`src/rtl/npu_ctrl_pkg.sv`:
```
// Shared types and defaults for the clk_cal-domain layer sequencer.
package npu_ctrl_pkg;

    localparam int unsigned TILE_CNT_W_DEF  = 8;
    localparam int unsigned PLS_STRETCH_DEF = 4;

    typedef enum logic [2:0] {
        ST_IDLE,
        ST_WAIT_PARA,
        ST_CAL_ISSUE,
        ST_CAL_WAIT,
        ST_TX_REQ,
        ST_TX_WAIT,
        ST_DONE
    } cal_state_e;

endpackage

```
`src/rtl/npu_pls_stretch.sv`:
```
// Stretches a 1-cycle trigger into a LEN-cycle pulse starting the next cycle;
// triggers arriving while the pulse is high are ignored.
import npu_ctrl_pkg::*;

module npu_pls_stretch #(
    parameter int unsigned LEN = PLS_STRETCH_DEF
) (
    input  logic clk_cal,
    input  logic rst_n,
    input  logic trig,
    output logic pls
);

    localparam int unsigned CW = $clog2(LEN);

    logic [CW-1:0] cnt;

    always_ff @(posedge clk_cal or negedge rst_n) begin
        if (!rst_n) begin
            pls <= 1'b0;
            cnt <= '0;
        end else if (pls) begin
            if (cnt == '0) pls <= 1'b0;
            else           cnt <= cnt - 1'b1;
        end else if (trig) begin
            pls <= 1'b1;
            cnt <= CW'(LEN - 1);
        end
    end

endmodule

```
`src/rtl/npu_cal_ctrl.sv`:
```
// Layer-level compute sequencer (clk_cal domain): tiles -> OFM handoff -> done.
// Optional watchdog on CAL_WAIT/TX_WAIT enabled by defining NPU_CAL_TMO_EN.
import npu_ctrl_pkg::*;

module npu_cal_ctrl #(
    parameter int unsigned TILE_CNT_W  = TILE_CNT_W_DEF,
`ifdef NPU_CAL_TMO_EN
    parameter int unsigned TMO_W       = 16,
`endif
    parameter int unsigned PLS_STRETCH = PLS_STRETCH_DEF
) (
    input  logic                  clk_cal,
    input  logic                  rst_n,
    input  logic                  pe_cal_start_sync,
    input  logic                  pe_ifm_rst_sync,
    input  logic                  pe_wt_rst_sync,
    input  logic                  pe_first_bn_sync,
    input  logic                  pe_ft_lyr_para_done_sync,
    input  logic                  pe_tx_ofm_done_sync,
    input  logic [TILE_CNT_W-1:0] lyr_tile_num,
    input  logic                  tile_done,
`ifdef NPU_CAL_TMO_EN
    input  logic [TMO_W-1:0]      tmo_limit,
    output logic                  err_tmo,
`endif
    output logic                  tile_start,
    output logic [TILE_CNT_W-1:0] tile_idx,
    output logic                  first_bn_lat,
    output logic                  ifm_buf_clr,
    output logic                  wt_buf_clr,
    output logic                  pe_tx_ofm_start,
    output logic                  pe_cal_done,
    output logic                  busy,
    output logic                  err_start_busy
);

    localparam int unsigned PCW = $clog2(PLS_STRETCH);

    cal_state_e            state;
    logic [TILE_CNT_W-1:0] tile_num;
    logic [TILE_CNT_W-1:0] num_eff;
    logic                  para_vld;
    logic                  tx_seen;
    logic [PCW-1:0]        pls_cnt;
    logic                  last_tile;
    logic                  tmo_hit;
    logic                  tx_go;
    logic                  done_go;
`ifdef NPU_CAL_TMO_EN
    logic [TMO_W-1:0]      tmo_cnt;
`endif

    // Transition strobes are decoded combinationally so the stretched pulses
    // line up with the first cycle of TX_REQ / DONE.
    always_comb begin
        tmo_hit = 1'b0;
`ifdef NPU_CAL_TMO_EN
        tmo_hit = ((state == ST_CAL_WAIT) || (state == ST_TX_WAIT)) &&
                  (tmo_cnt == tmo_limit - 1'b1);
`endif
        num_eff   = pe_ft_lyr_para_done_sync ? lyr_tile_num : tile_num;
        last_tile = (tile_idx == tile_num - 1'b1);
        tx_go     = (state == ST_CAL_WAIT) && tile_done && last_tile && !tmo_hit;
        done_go   = tmo_hit ||
                    ((state == ST_CAL_ISSUE) && (tile_num == '0)) ||
                    ((state == ST_TX_WAIT) && (pe_tx_ofm_done_sync || tx_seen));
    end

    always_ff @(posedge clk_cal or negedge rst_n) begin
        if (!rst_n) begin
            state          <= ST_IDLE;
            tile_idx       <= '0;
            tile_num       <= '0;
            para_vld       <= 1'b0;
            tx_seen        <= 1'b0;
            pls_cnt        <= '0;
            tile_start     <= 1'b0;
            first_bn_lat   <= 1'b0;
            ifm_buf_clr    <= 1'b0;
            wt_buf_clr     <= 1'b0;
            busy           <= 1'b0;
            err_start_busy <= 1'b0;
`ifdef NPU_CAL_TMO_EN
            tmo_cnt        <= '0;
            err_tmo        <= 1'b0;
`endif
        end else begin
            ifm_buf_clr <= pe_ifm_rst_sync;
            wt_buf_clr  <= pe_wt_rst_sync;
            tile_start  <= 1'b0;

            if (pe_cal_start_sync && (state != ST_IDLE)) err_start_busy <= 1'b1;

            if (done_go) para_vld <= 1'b0;
            if (pe_ft_lyr_para_done_sync) begin
                para_vld <= 1'b1;
                if ((state == ST_IDLE) || (state == ST_WAIT_PARA)) tile_num <= lyr_tile_num;
            end

`ifdef NPU_CAL_TMO_EN
            if ((state == ST_CAL_WAIT) || (state == ST_TX_WAIT)) tmo_cnt <= tmo_cnt + 1'b1;
            if (tmo_hit) err_tmo <= 1'b1;
`endif

            case (state)
                ST_IDLE: begin
                    if (pe_cal_start_sync) begin
                        first_bn_lat <= pe_first_bn_sync;
                        tile_idx     <= '0;
                        busy         <= 1'b1;
                        if (para_vld || pe_ft_lyr_para_done_sync) begin
                            state      <= ST_CAL_ISSUE;
                            tile_start <= (num_eff != '0);
                        end else begin
                            state <= ST_WAIT_PARA;
                        end
                    end
                end
                ST_WAIT_PARA: begin
                    if (pe_ft_lyr_para_done_sync) begin
                        state      <= ST_CAL_ISSUE;
                        tile_start <= (lyr_tile_num != '0);
                    end
                end
                ST_CAL_ISSUE: begin
                    state <= done_go ? ST_DONE : ST_CAL_WAIT;
`ifdef NPU_CAL_TMO_EN
                    tmo_cnt <= '0;
`endif
                end
                ST_CAL_WAIT: begin
                    if (tmo_hit) begin
                        state <= ST_DONE;
                    end else if (tile_done) begin
                        if (last_tile) begin
                            state   <= ST_TX_REQ;
                            tx_seen <= 1'b0;
                            pls_cnt <= '0;
                        end else begin
                            state      <= ST_CAL_ISSUE;
                            tile_idx   <= tile_idx + 1'b1;
                            tile_start <= 1'b1;
                        end
                    end
                end
                ST_TX_REQ: begin
                    if (pe_tx_ofm_done_sync) tx_seen <= 1'b1;
                    if (pls_cnt == PCW'(PLS_STRETCH - 1)) begin
                        state <= ST_TX_WAIT;
`ifdef NPU_CAL_TMO_EN
                        tmo_cnt <= '0;
`endif
                    end else begin
                        pls_cnt <= pls_cnt + 1'b1;
                    end
                end
                ST_TX_WAIT: begin
                    if (done_go) state <= ST_DONE;
                end
                ST_DONE: begin
                    if (pls_cnt == PCW'(PLS_STRETCH - 1)) begin
                        state <= ST_IDLE;
                        busy  <= 1'b0;
                    end else begin
                        pls_cnt <= pls_cnt + 1'b1;
                    end
                end
                default: state <= ST_IDLE;
            endcase

            if (done_go) pls_cnt <= '0;
        end
    end

    npu_pls_stretch #(.LEN(PLS_STRETCH)) u_tx_pls (
        .clk_cal (clk_cal),
        .rst_n   (rst_n),
        .trig    (tx_go),
        .pls     (pe_tx_ofm_start)
    );

    npu_pls_stretch #(.LEN(PLS_STRETCH)) u_done_pls (
        .clk_cal (clk_cal),
        .rst_n   (rst_n),
        .trig    (done_go),
        .pls     (pe_cal_done)
    );

endmodule

```
`config.mk`:
```
export PLATFORM = sky130hd
export DESIGN_NAME = npu_cal_ctrl
export DESIGN_NICKNAME = d
export VERILOG_FILES = /design/src/rtl/npu_ctrl_pkg.sv /design/src/rtl/npu_pls_stretch.sv /design/src/rtl/npu_cal_ctrl.sv
export SDC_FILE = /design/constraint.sdc
export NUM_CORES = 1
export LEC_CHECK = 0
export BUFFER_PORTS_ARGS = -buffer_cell sky130_fd_sc_hd__buf_2
export CORE_ASPECT_RATIO = 0.9
export CORE_MARGIN = 4
export CORE_UTILIZATION = 50
export CTS_BUF_LIST = sky130_fd_sc_hd__clkbuf_4 sky130_fd_sc_hd__clkbuf_8
export CTS_CLUSTER_SIZE = 20
export DETAILED_ROUTE_END_ITERATION = 8
export HOLD_SLACK_MARGIN = 0.02
export PLACE_DENSITY = 0.71
export SLEW_MARGIN = 5
export SYNTH_ARGS = -nofsm -noshare
export SYNTH_HDL_FRONTEND = slang
export SYNTH_SLANG_ARGS = --single-unit
```
`constraint.sdc`:
```
create_clock -name clk_cal -period 1.9 [get_ports clk_cal]
set_input_delay 0.19 -clock clk_cal [delete_from_list [all_inputs] [get_ports clk_cal]]
set_output_delay 0.19 -clock clk_cal [all_outputs]
set_load 0.005 [all_outputs]
```
==> results of run 1 <==
==> sequential cells by signal, summed over array words and instances (netlist names), 2 cells and up <==
register,count
pls_cnt,2
state,3
tile_idx,8
tile_num,8
u_done_pls.cnt,2
u_tx_pls.cnt,2
==> cells by family after synthesis <==
logic type	Yosys count
AOI/OAI and AO/OA	54
adders and majority gates	5
and+or+nand+nor	86
xor gates and xnor gates	11
muxes	10
buffers and inverters	18
DFF	35
==> stage by stage <==
step	cell area, um^2	hold WS (ns)	setup TNS (ns)	total power, mW	utilization
2_1_floorplan	2070	-0.106	-0.263	2.60	-
3_3_place_gp	2460	0.299	-1.27	3.27	0.638
3_5_place_dp	2460	0.301	-2.40	3.33	0.638
4_1_cts	2750	0.0837	-1.50	4.26	0.712
5_1_grt	2810	0.0967	-3.60	4.75	0.727
6_report	2810	0.0850	-1.80	4.42	0.727
==> layer usage <==
layer	global-route usage	wire length (um)
met5	0	0
met3	0.0449	354
met4	0.0633	82
met2	0.363	2450
met1	0.297	2350
==> final cells by class <==
class,instances,area (um^2)
multi-input cells,166,1230
fillers,298,1050
flip-flops and latches,35,878
repair buffers,76,505
clock buffers,8,104
well taps,46,57.6
inverters,10,37.5
==> power by group through the flow <==
| stage | clock, mW | combinational (mW) | sequential (mW) |
|---|---|---|---|
| after floorplan | 0 | 1.32 | 1.27 |
| final | 0.601 | 2.51 | 1.31 |
| after detailed placement | 0 | 2.02 | 1.31 |
| after global placement | 0 | 1.97 | 1.30 |
| after CTS | 0.612 | 2.35 | 1.29 |
| after global routing | 0.638 | 2.76 | 1.35 |
==> timing repair <==
item                       4_1_cts  5_1_grt
hold endpoints to repair        37        0
pin swaps                       18       17
setup endpoints to repair       17       18
hold buffers                     3        0
cloned                           1        0
resized for setup               19       17
buffers inserted                10        1
==> worst paths after layout <==
kind	to	slack (ns)	depth (start not counted)
worst min-delay path	first_bn_lat$_DFFE_PN0P_	0.09	3
worst min register to register	first_bn_lat$_DFFE_PN0P_	0.47	2
worst max register to register	tile_idx[7]$_DFFE_PN0P_	-0.21	7
worst max-delay path	tile_idx[7]$_DFFE_PN0P_	-0.21	7
min in group asynchronous	tile_idx[2]$_DFFE_PN0P_	0.51	2
max in group asynchronous	tile_num[3]$_DFFE_PN0P_	0.85	2
==> cell usage in the layout (no fill, tap or decap), types with 3 or more instances in the layout <==
cell           synthesis  layout
nand2b_1               3       3
buf_4                  0      39
ha_1                   5       4
xor2_1                 6       6
nor2_1                19      19
nand4_1                5       5
mux2_2                 7       7
buf_2                  1      32
or3_1                  6       5
nand2_2                0       3
dlygate4sd3_1          0       3
xnor2_1                5       3
o21ai_0               10       8
nor3_1                 6       5
o21ai_2                0       5
clkbuf_8               0       7
and3_1                 3       3
o21ai_1                8       5
dfrtp_1               35      33
a21oi_2                0       3
a21oi_1               15      12
a21o_1                 3       3
inv_1                 10       8
nand3_1                5       5
nor2b_1                5       3
nand2_1               23      20
==> tightest hold or removal path, stage by stage <==
cell and delay [ns]:
buf_2 0.07, nand2_1 0.04, nand2_1 0.04
==> out/metrics.cfg, run 1 <==
[critical_path]
crit_path_top_delay_cell=dfrtp_2
cp_max_fo=6
critPathArrivalTime_ns=2.34
cpLargestDelayFamily=simple AND/OR/NAND/NOR gates
reg2reg_from=tile_num[0]$_DFFE_PN0P_
timing.critical_path.from=tile_num[0]$_DFFE_PN0P_
crit_type=reg -> reg
critPathLaunchType=flip-flop
slowest_delay_ns=0.44
path_cells=nor3_4 > mux2_4 > a22oi_2 > a2111oi_4 > buf_4 > or4_4 > nand2_2
cp-end-kind=flip-flop
path_buf_inv=1
cp.required_ns=2.13

[cells_and_area]
nNetsFinal=316
layout.cells.non_filler=341
layout-drive-gt1-share=0.420
area_growth_pct=35.9
diodes=0

[run_status]
outcome=finished, violations left
violations=negative setup slack

[sta]
layout_setup_ws_ns=-0.209
max_clock_freq_ghz=0.474
period_share=1.11
tightest_slew_ns=0.766
finalClockSkew_ns=0.00324
setup_viol=17
period_needed_ns=2.11
hold_viol=0
rsz0062_at_grt=true
slew_violations=0
slew_headroom=0.489

[synth]
synthTopCellsByArea=dfrtp_1, nand2_1, mux2_2
synth_compound_area_frac=0.174
synth-xor-area-share=0.0466
synth_edf_count=0
synth.most_common_cell=dfrtp_1
synthCells=219
synth-seq-cells=35
yosysTopAreaCell=dfrtp_1
synth_ff_type=dfrtp_1
synth_area_per_cell_um2=9.44
synthAdderAreaFrac=0.0303
netlist.area_leader.share=0.424
synthSimpleGateAreaFrac=0.226
yosysSeqAreaShare=0.424
yosys.cell_types.count=47
synth_common_cells=dfrtp_1, nand2_1, nor2_1, a21oi_1
syn_nets=241
synth_area_um2=2070
async_reset_ff_frac=1.00
synthMuxAreaShare=0.0551
yosysWarnings=0
synth_top_family_by_area=simple AND/OR/NAND/NOR gates

[detailed_routing]
wl_per_cell_um=15.4
vias_per_cell=5.67
first_iter_violations=121
drt-total-wl_um=5240
drc=0
drt_pre_antenna_iters=5
num_vias=1933
ant_nets=0

[placed_design]
hpwl_um=3550
pre_cts_ws_ns=-0.225
place.gp.congestion=0.835
dp_cells=320
io_buffers=32

[cts]
cts_tree=built
clk_latency_ns=0.29
clock_path_buffers=2
cts_sinks=35
cts-root-buf=clkbuf_8
cts_inserted_buffers=5
clkTransAtPathRegs_ns=0.07
htreeDepth=2

[power_and_ir_drop]
seqPwrFrac=0.296
cellInternalPower_mw=2.67
power_switching_mw=1.74
vdd_drop_max_mv=0.928
combPwrFrac=0.568
power.clock.fraction=0.136
power_density_nw_per_um2=1570
sw_frac_of_total=0.395
leakagePower_nw=1.30

[die]
design.core.area_um2=3860
start_util=0.535
dieArea_um2=5230
num_rows=21
fp.dieW_um=75.8
io_pins=33
die_h_um=69.0

[global_routing]
grt_pass1_wl_um=8610
track_usage=0.222
gr-total-overflow=0
grt_max_degree=36
grt_pass1_vias=1862
antenna_found_initial=0

[min_path]
min-delay-start=pe_first_bn_sync
holdCritPathClass=in -> reg

[job]
maxCapViolations=0

Note: power is estimated with default switching activity, not from simulation.
==> run 2, diff against run 1 <==
Settings changed: SETUP_SLACK_MARGIN set to 0.4.
==> run 2 against run 1 <==
Net effect:
- the flow still finishes with violations (negative setup slack)
- power shrank 0.95%
- critical path depth is the same
- clock power shrank 8.0%
- non-clock buffer count grew 1
- largest power group unchanged
- routed wire length grew 6.5%
- combinational power shrank 3%
- highest routed layer unchanged
- critical path type unchanged
- via count grew 3.1%
==> out/metrics.cfg, run 2 (synthesized netlist as in run 1, its figures left out) <==
[global_routing]
grt_pass1_wl_um=9290
grt_use_met2=0.400
gr-total-overflow=0
grt_max_degree=36
grt.met3_usage=0.0536
antenna_found_initial=0
grt_pass1_vias=1993
use_met1=0.299
gr-max-usage-layer=met2
track_usage=0.238

[sta]
finalClockSkew_ns=0.00826
period_share=1.15
slew_headroom=0.483
rsz0062_at_grt=true
setup_viol=13
hold_ws_ns=0.0862
hold_viol=0
setup-tns-final_ns=-1.83
period_needed_ns=2.18
max_clock_freq_ghz=0.459
layout_setup_ws_ns=-0.277
tightest_slew_ns=0.776
slew_violations=0

[critical_path]
path_cells=nor3_4 > mux2_4 > a22oi_2 > a2111oi_4 > buf_6 > buf_6 > o41ai_1
rr_worst_depth=7
cp-endpoint=tile_idx[3]$_DFFE_PN0P_
critPathArrivalTime_ns=2.33
cp.depth=7
worstReg2RegEnd=tile_idx[3]$_DFFE_PN0P_
r2r_setup_slack_ns=-0.28
cp.required_ns=2.05
crit_path_top_delay_cell=dfrtp_1
cp-end-kind=flip-flop
timing.critical_path.from=tile_num[2]$_DFFE_PN0P_
reg2reg_from=tile_num[2]$_DFFE_PN0P_
path_buf_inv=2
cpMostUsedCell=buf_6
critPathLaunchType=flip-flop
cp_max_fo=7
cpLargestDelayFamily=compound AO/OA/AOI/OAI gates
slowest_delay_ns=0.42
crit_type=reg -> reg

[cells_and_area]
mostFrequentLayoutCells=buf_2, dfrtp_1, buf_4
nNetsFinal=317
area_growth_pct=40.7
layout-drive-gt1-share=0.453
layout.cells.non_filler=342
diodes=0
finalInstanceArea_um2=2910
nFillCells=262
top_regs=tile_idx (8), tile_num (8), state (3)
layout_commonest_cell=buf_2
fin_util=0.753

[min_path]
hold_depth=3
holdCritPathClass=in -> reg

[die]
start_util=0.535
fp.dieW_um=75.8
dieArea_um2=5230
design.core.area_um2=3860
io_pins=33
num_rows=21
die_h_um=69.0

[cts]
cts-root-buf=clkbuf_8
cts_sinks=35
cts_tree=built
clkTransAtPathRegs_ns=0.07
clk_latency_ns=0.29
htreeDepth=2
clock_path_buffers=2
cts_inserted_buffers=5

[power_and_ir_drop]
vdd_drop_max_mv=0.857
leakagePower_nw=1.36
totalPowerFinal_mw=4.38
power_density_nw_per_um2=1500

[placed_design]
pre_cts_ws_ns=-0.181
io_buffers=32
place.gp.congestion=0.828
hpwl_um=3420
place_area_um2=2440
dp_cells=317

[detailed_routing]
ant_nets=0
first_iter_violations=144
drt-total-wl_um=5590
num_vias=1992
drc=0
drt_pre_antenna_iters=4
wl_per_cell_um=16.3
vias_per_cell=5.82

[job]
maxCapViolations=0

[run_status]
violations=negative setup slack
outcome=finished, violations left

==> run 2: cell types whose count changed in the layout (fill, tap and decap cells not counted), moves of 6 or more <==
cell,delta
buf_6,+8
mux2_4,+6
mux2_2,-6
buf_4,-8
==> run 2: final cells by class <==
| class | count | area (um^2) | share of cell area |
|---|---|---|---|
| Clock buffer | 7 | 83.8 | 0.0288 |
| Tap cell | 46 | 57.6 | 0.0198 |
| Sequential cell | 35 | 880 | 0.302 |
| Multi-Input combinational cell | 166 | 1300 | 0.448 |
| Clock inverter | 1 | 5.00 | 0.00172 |
| Timing Repair Buffer | 77 | 541 | 0.186 |
| Inverter | 10 | 37.5 | 0.0129 |
==> run 2: worst reg2reg max path, cell delays in order, from the launching register on <==
cell and delay, ns:
dfrtp_1 0.42, nor3_4 0.26, mux2_4 0.33, a22oi_2 0.25, a2111oi_4 0.12, buf_6 0.15
buf_6 0.11, o41ai_1 0.40
==> run 2: worst min-delay path by stage <==
stage / startpoint / to / slack (ns)
global route: pe_first_bn_sync / first_bn_lat$_DFFE_PN0P_ / 0.08
CTS: pe_first_bn_sync / first_bn_lat$_DFFE_PN0P_ / 0.08
global placement: pe_ifm_rst_sync / ifm_buf_clr$_DFF_PN0_ / 0.30
detailed placement: pe_ifm_rst_sync / ifm_buf_clr$_DFF_PN0_ / 0.30
finish: pe_first_bn_sync / first_bn_lat$_DFFE_PN0P_ / 0.09
floorplan: rst_n / busy$_DFFE_PN0P_ / -0.11
==> run 2: timing repair <==
action,CTS,global route
endpoints found under the setup margin,28,30
endpoints found under the hold margin,30,0
pin swaps,26,16
hold buffers,3,0
gates cloned,1,0
resized for setup,47,18
setup buffers,11,2
==> run 2: per-layer routing <==
metal / part of all wire / vias up
met3: 0.054 / 16
li1: - / 941
met5: 0 / -
met2: 0.48 / 65
met1: 0.44 / 970
met4: 0.028 / 0
==> run 2: report_power, final <==
group / switching (mW) / total, mW / internal, mW
combinational: 1.14 / 2.44 / 1.30
sequential: 0.371 / 1.39 / 1.02
clock: 0.267 / 0.553 / 0.286
total: 1.78 / 4.38 / 2.60
==> run 3, diff against run 2 <==
--- a/constraint.sdc
+++ b/constraint.sdc
@@ -3,2 +3,2 @@
 set_output_delay 0.19 -clock clk_cal [all_outputs]
-set_load 0.005 [all_outputs]
+set_load 0.05 [all_outputs]
==> run 3 against run 2 <==
Net effect:
- power increased by 5.7%
- routed wire length decreased by 5.3%
- the run still ends with negative setup slack left
- die area stayed put
- critical path depth unchanged
- hold slack got worse by 0.00065 ns
- critical endpoint is now tile_idx[6]$_DFFE_PN0P_
- sequential share of layout area increased by 0.75 points
- non-clock buffer count shrank 3
- cell area shrank 1.9%
- clock skew is 0.0024 ns lower
- register-to-register slack gained 0.12 ns
- combinational power is 8% higher
==> out/metrics.cfg, run 3 (synthesized netlist as in run 1, its figures left out) <==
[die]
num_rows=21
die_h_um=69.0
fp.dieW_um=75.8
io_pins=33
start_util=0.535
dieArea_um2=5230
design.core.area_um2=3860

[cts]
cts_sinks=35
htreeDepth=2
clock_path_buffers=2
cts_tree=built
cts-root-buf=clkbuf_8
clkTransAtPathRegs_ns=0.07
cts_inserted_buffers=5
clk_latency_ns=0.29

[detailed_routing]
ant_nets=0
first_iter_violations=120
wl_per_cell_um=15.6
drt_pre_antenna_iters=4
drc=0
vias_per_cell=5.76
drt-total-wl_um=5290
num_vias=1953

[sta]
rsz0062_at_grt=true
setup-tns-final_ns=-1.38
layout_setup_ws_ns=-0.159
period_needed_ns=2.06
finalClockSkew_ns=0.00590
setup_viol=13
max_clock_freq_ghz=0.486
tightest_slew_ns=0.444
slew_violations=0
slew_headroom=0.704
hold_viol=0
period_share=1.08
hold_ws_ns=0.0855

[run_status]
violations=negative setup slack
outcome=finished, violations left

[global_routing]
grt_pass1_vias=1865
track_usage=0.219
antenna_found_initial=0
grt_pass1_wl_um=8540
grt_max_degree=36
gr-total-overflow=0

[power_and_ir_drop]
power_density_nw_per_um2=1620
vdd_drop_max_mv=0.768
leakagePower_nw=1.34
totalPowerFinal_mw=4.62

[critical_path]
cp-end-kind=flip-flop
critPathArrivalTime_ns=2.28
reg2reg_from=tile_num[1]$_DFFE_PN0P_
cp_max_fo=5
slowest_delay_ns=0.41
rr_worst_depth=7
path_cells=nor3_4 > mux2_4 > a22oi_2 > a2111oi_4 > buf_4 > or3_1 > a21oi_1
timing.critical_path.from=tile_num[1]$_DFFE_PN0P_
r2r_setup_slack_ns=-0.16
cp-endpoint=tile_idx[6]$_DFFE_PN0P_
crit_path_top_delay_cell=dfrtp_1
critPathLaunchType=flip-flop
cp.required_ns=2.12
worstReg2RegEnd=tile_idx[6]$_DFFE_PN0P_
crit_type=reg -> reg

[min_path]
holdCritPathClass=in -> reg

[cells_and_area]
nNetsFinal=314
nFillCells=276
top_regs=tile_idx (8), tile_num (8), state (3)
finalInstanceArea_um2=2850
area_growth_pct=38.1
diodes=0
mostFrequentLayoutCells=buf_2, buf_4, dfrtp_1
layout-drive-gt1-share=0.420
layout_commonest_cell=buf_2

[placed_design]
hpwl_um=3490
io_buffers=32
place_area_um2=2450
pre_cts_ws_ns=-0.217
place.gp.congestion=0.838

[job]
maxCapViolations=0

run 3: cell types whose count changed in the layout (fill, tap and decap cells not counted), moves of 4 or more:
cell	delta
buf_6	-5
o21ai_1	+5
o21ai_2	-5
dfrtp_1	-4
dfrtp_2	+4
run 3: per-stage QoR:
step | std cells | util
6_report | 339 | 0.739
3_5_place_dp | 317 | 0.634
2_1_floorplan | 219 | -
4_1_cts | 337 | 0.728
3_3_place_gp | 317 | 0.634
5_1_grt | 339 | 0.739
run 3: worst min-delay path by stage:
stage               cells after the start             start  slack (ns)                       end
floorplan                               0             rst_n       -0.11          busy$_DFFE_PN0P_
global placement                        2             rst_n        0.25   tile_num[3]$_DFFE_PN0P_
detailed placement                      2             rst_n        0.25   tile_num[3]$_DFFE_PN0P_
CTS                                     3  pe_first_bn_sync        0.08  first_bn_lat$_DFFE_PN0P_
global route                            3  pe_first_bn_sync        0.08  first_bn_lat$_DFFE_PN0P_
finish                                  3  pe_first_bn_sync        0.09  first_bn_lat$_DFFE_PN0P_
run 3: area by class of cell:
cell class              instances  area [um^2]  share of cell area
flip-flops and latches         35          885               0.310
well taps                      46         57.6              0.0202
inverters                      10         37.5              0.0132
multi-input cells             166         1260               0.443
repair buffers                 74          507               0.178
clock buffers                   8          104              0.0364
run 3: per-layer routing:
metal,GRT usage,part of all wire,up-vias
met5,0,0,-
met4,0.0961,0.016,0
met3,0.0435,0.042,9
met2,0.368,0.49,44
met1,0.272,0.45,968
li1,-,-,932
run 3: what timing repair did:
item | CTS | global route
pin swaps | 19 | 6
cloned | 2 | 0
setup buffers | 7 | 2
endpoints found under the hold margin | 37 | 0
hold buffers | 3 | 0
resized for setup | 40 | 11
endpoints found under the setup margin | 28 | 31
run 3: critical path: cells and delay by family, from the launching register on:
kind	cells	cell delay, ns
mux	1	0.32
flops	1	0.41
buf+inv	1	0.17
simple gates	2	0.56
compound gates	3	0.52
run 3: power by group:
part	leakage, nW	switching [mW]	internal (mW)
clock network	0.0549	0.272	0.345
logic	0.873	1.38	1.25
registers	0.409	0.356	1.02
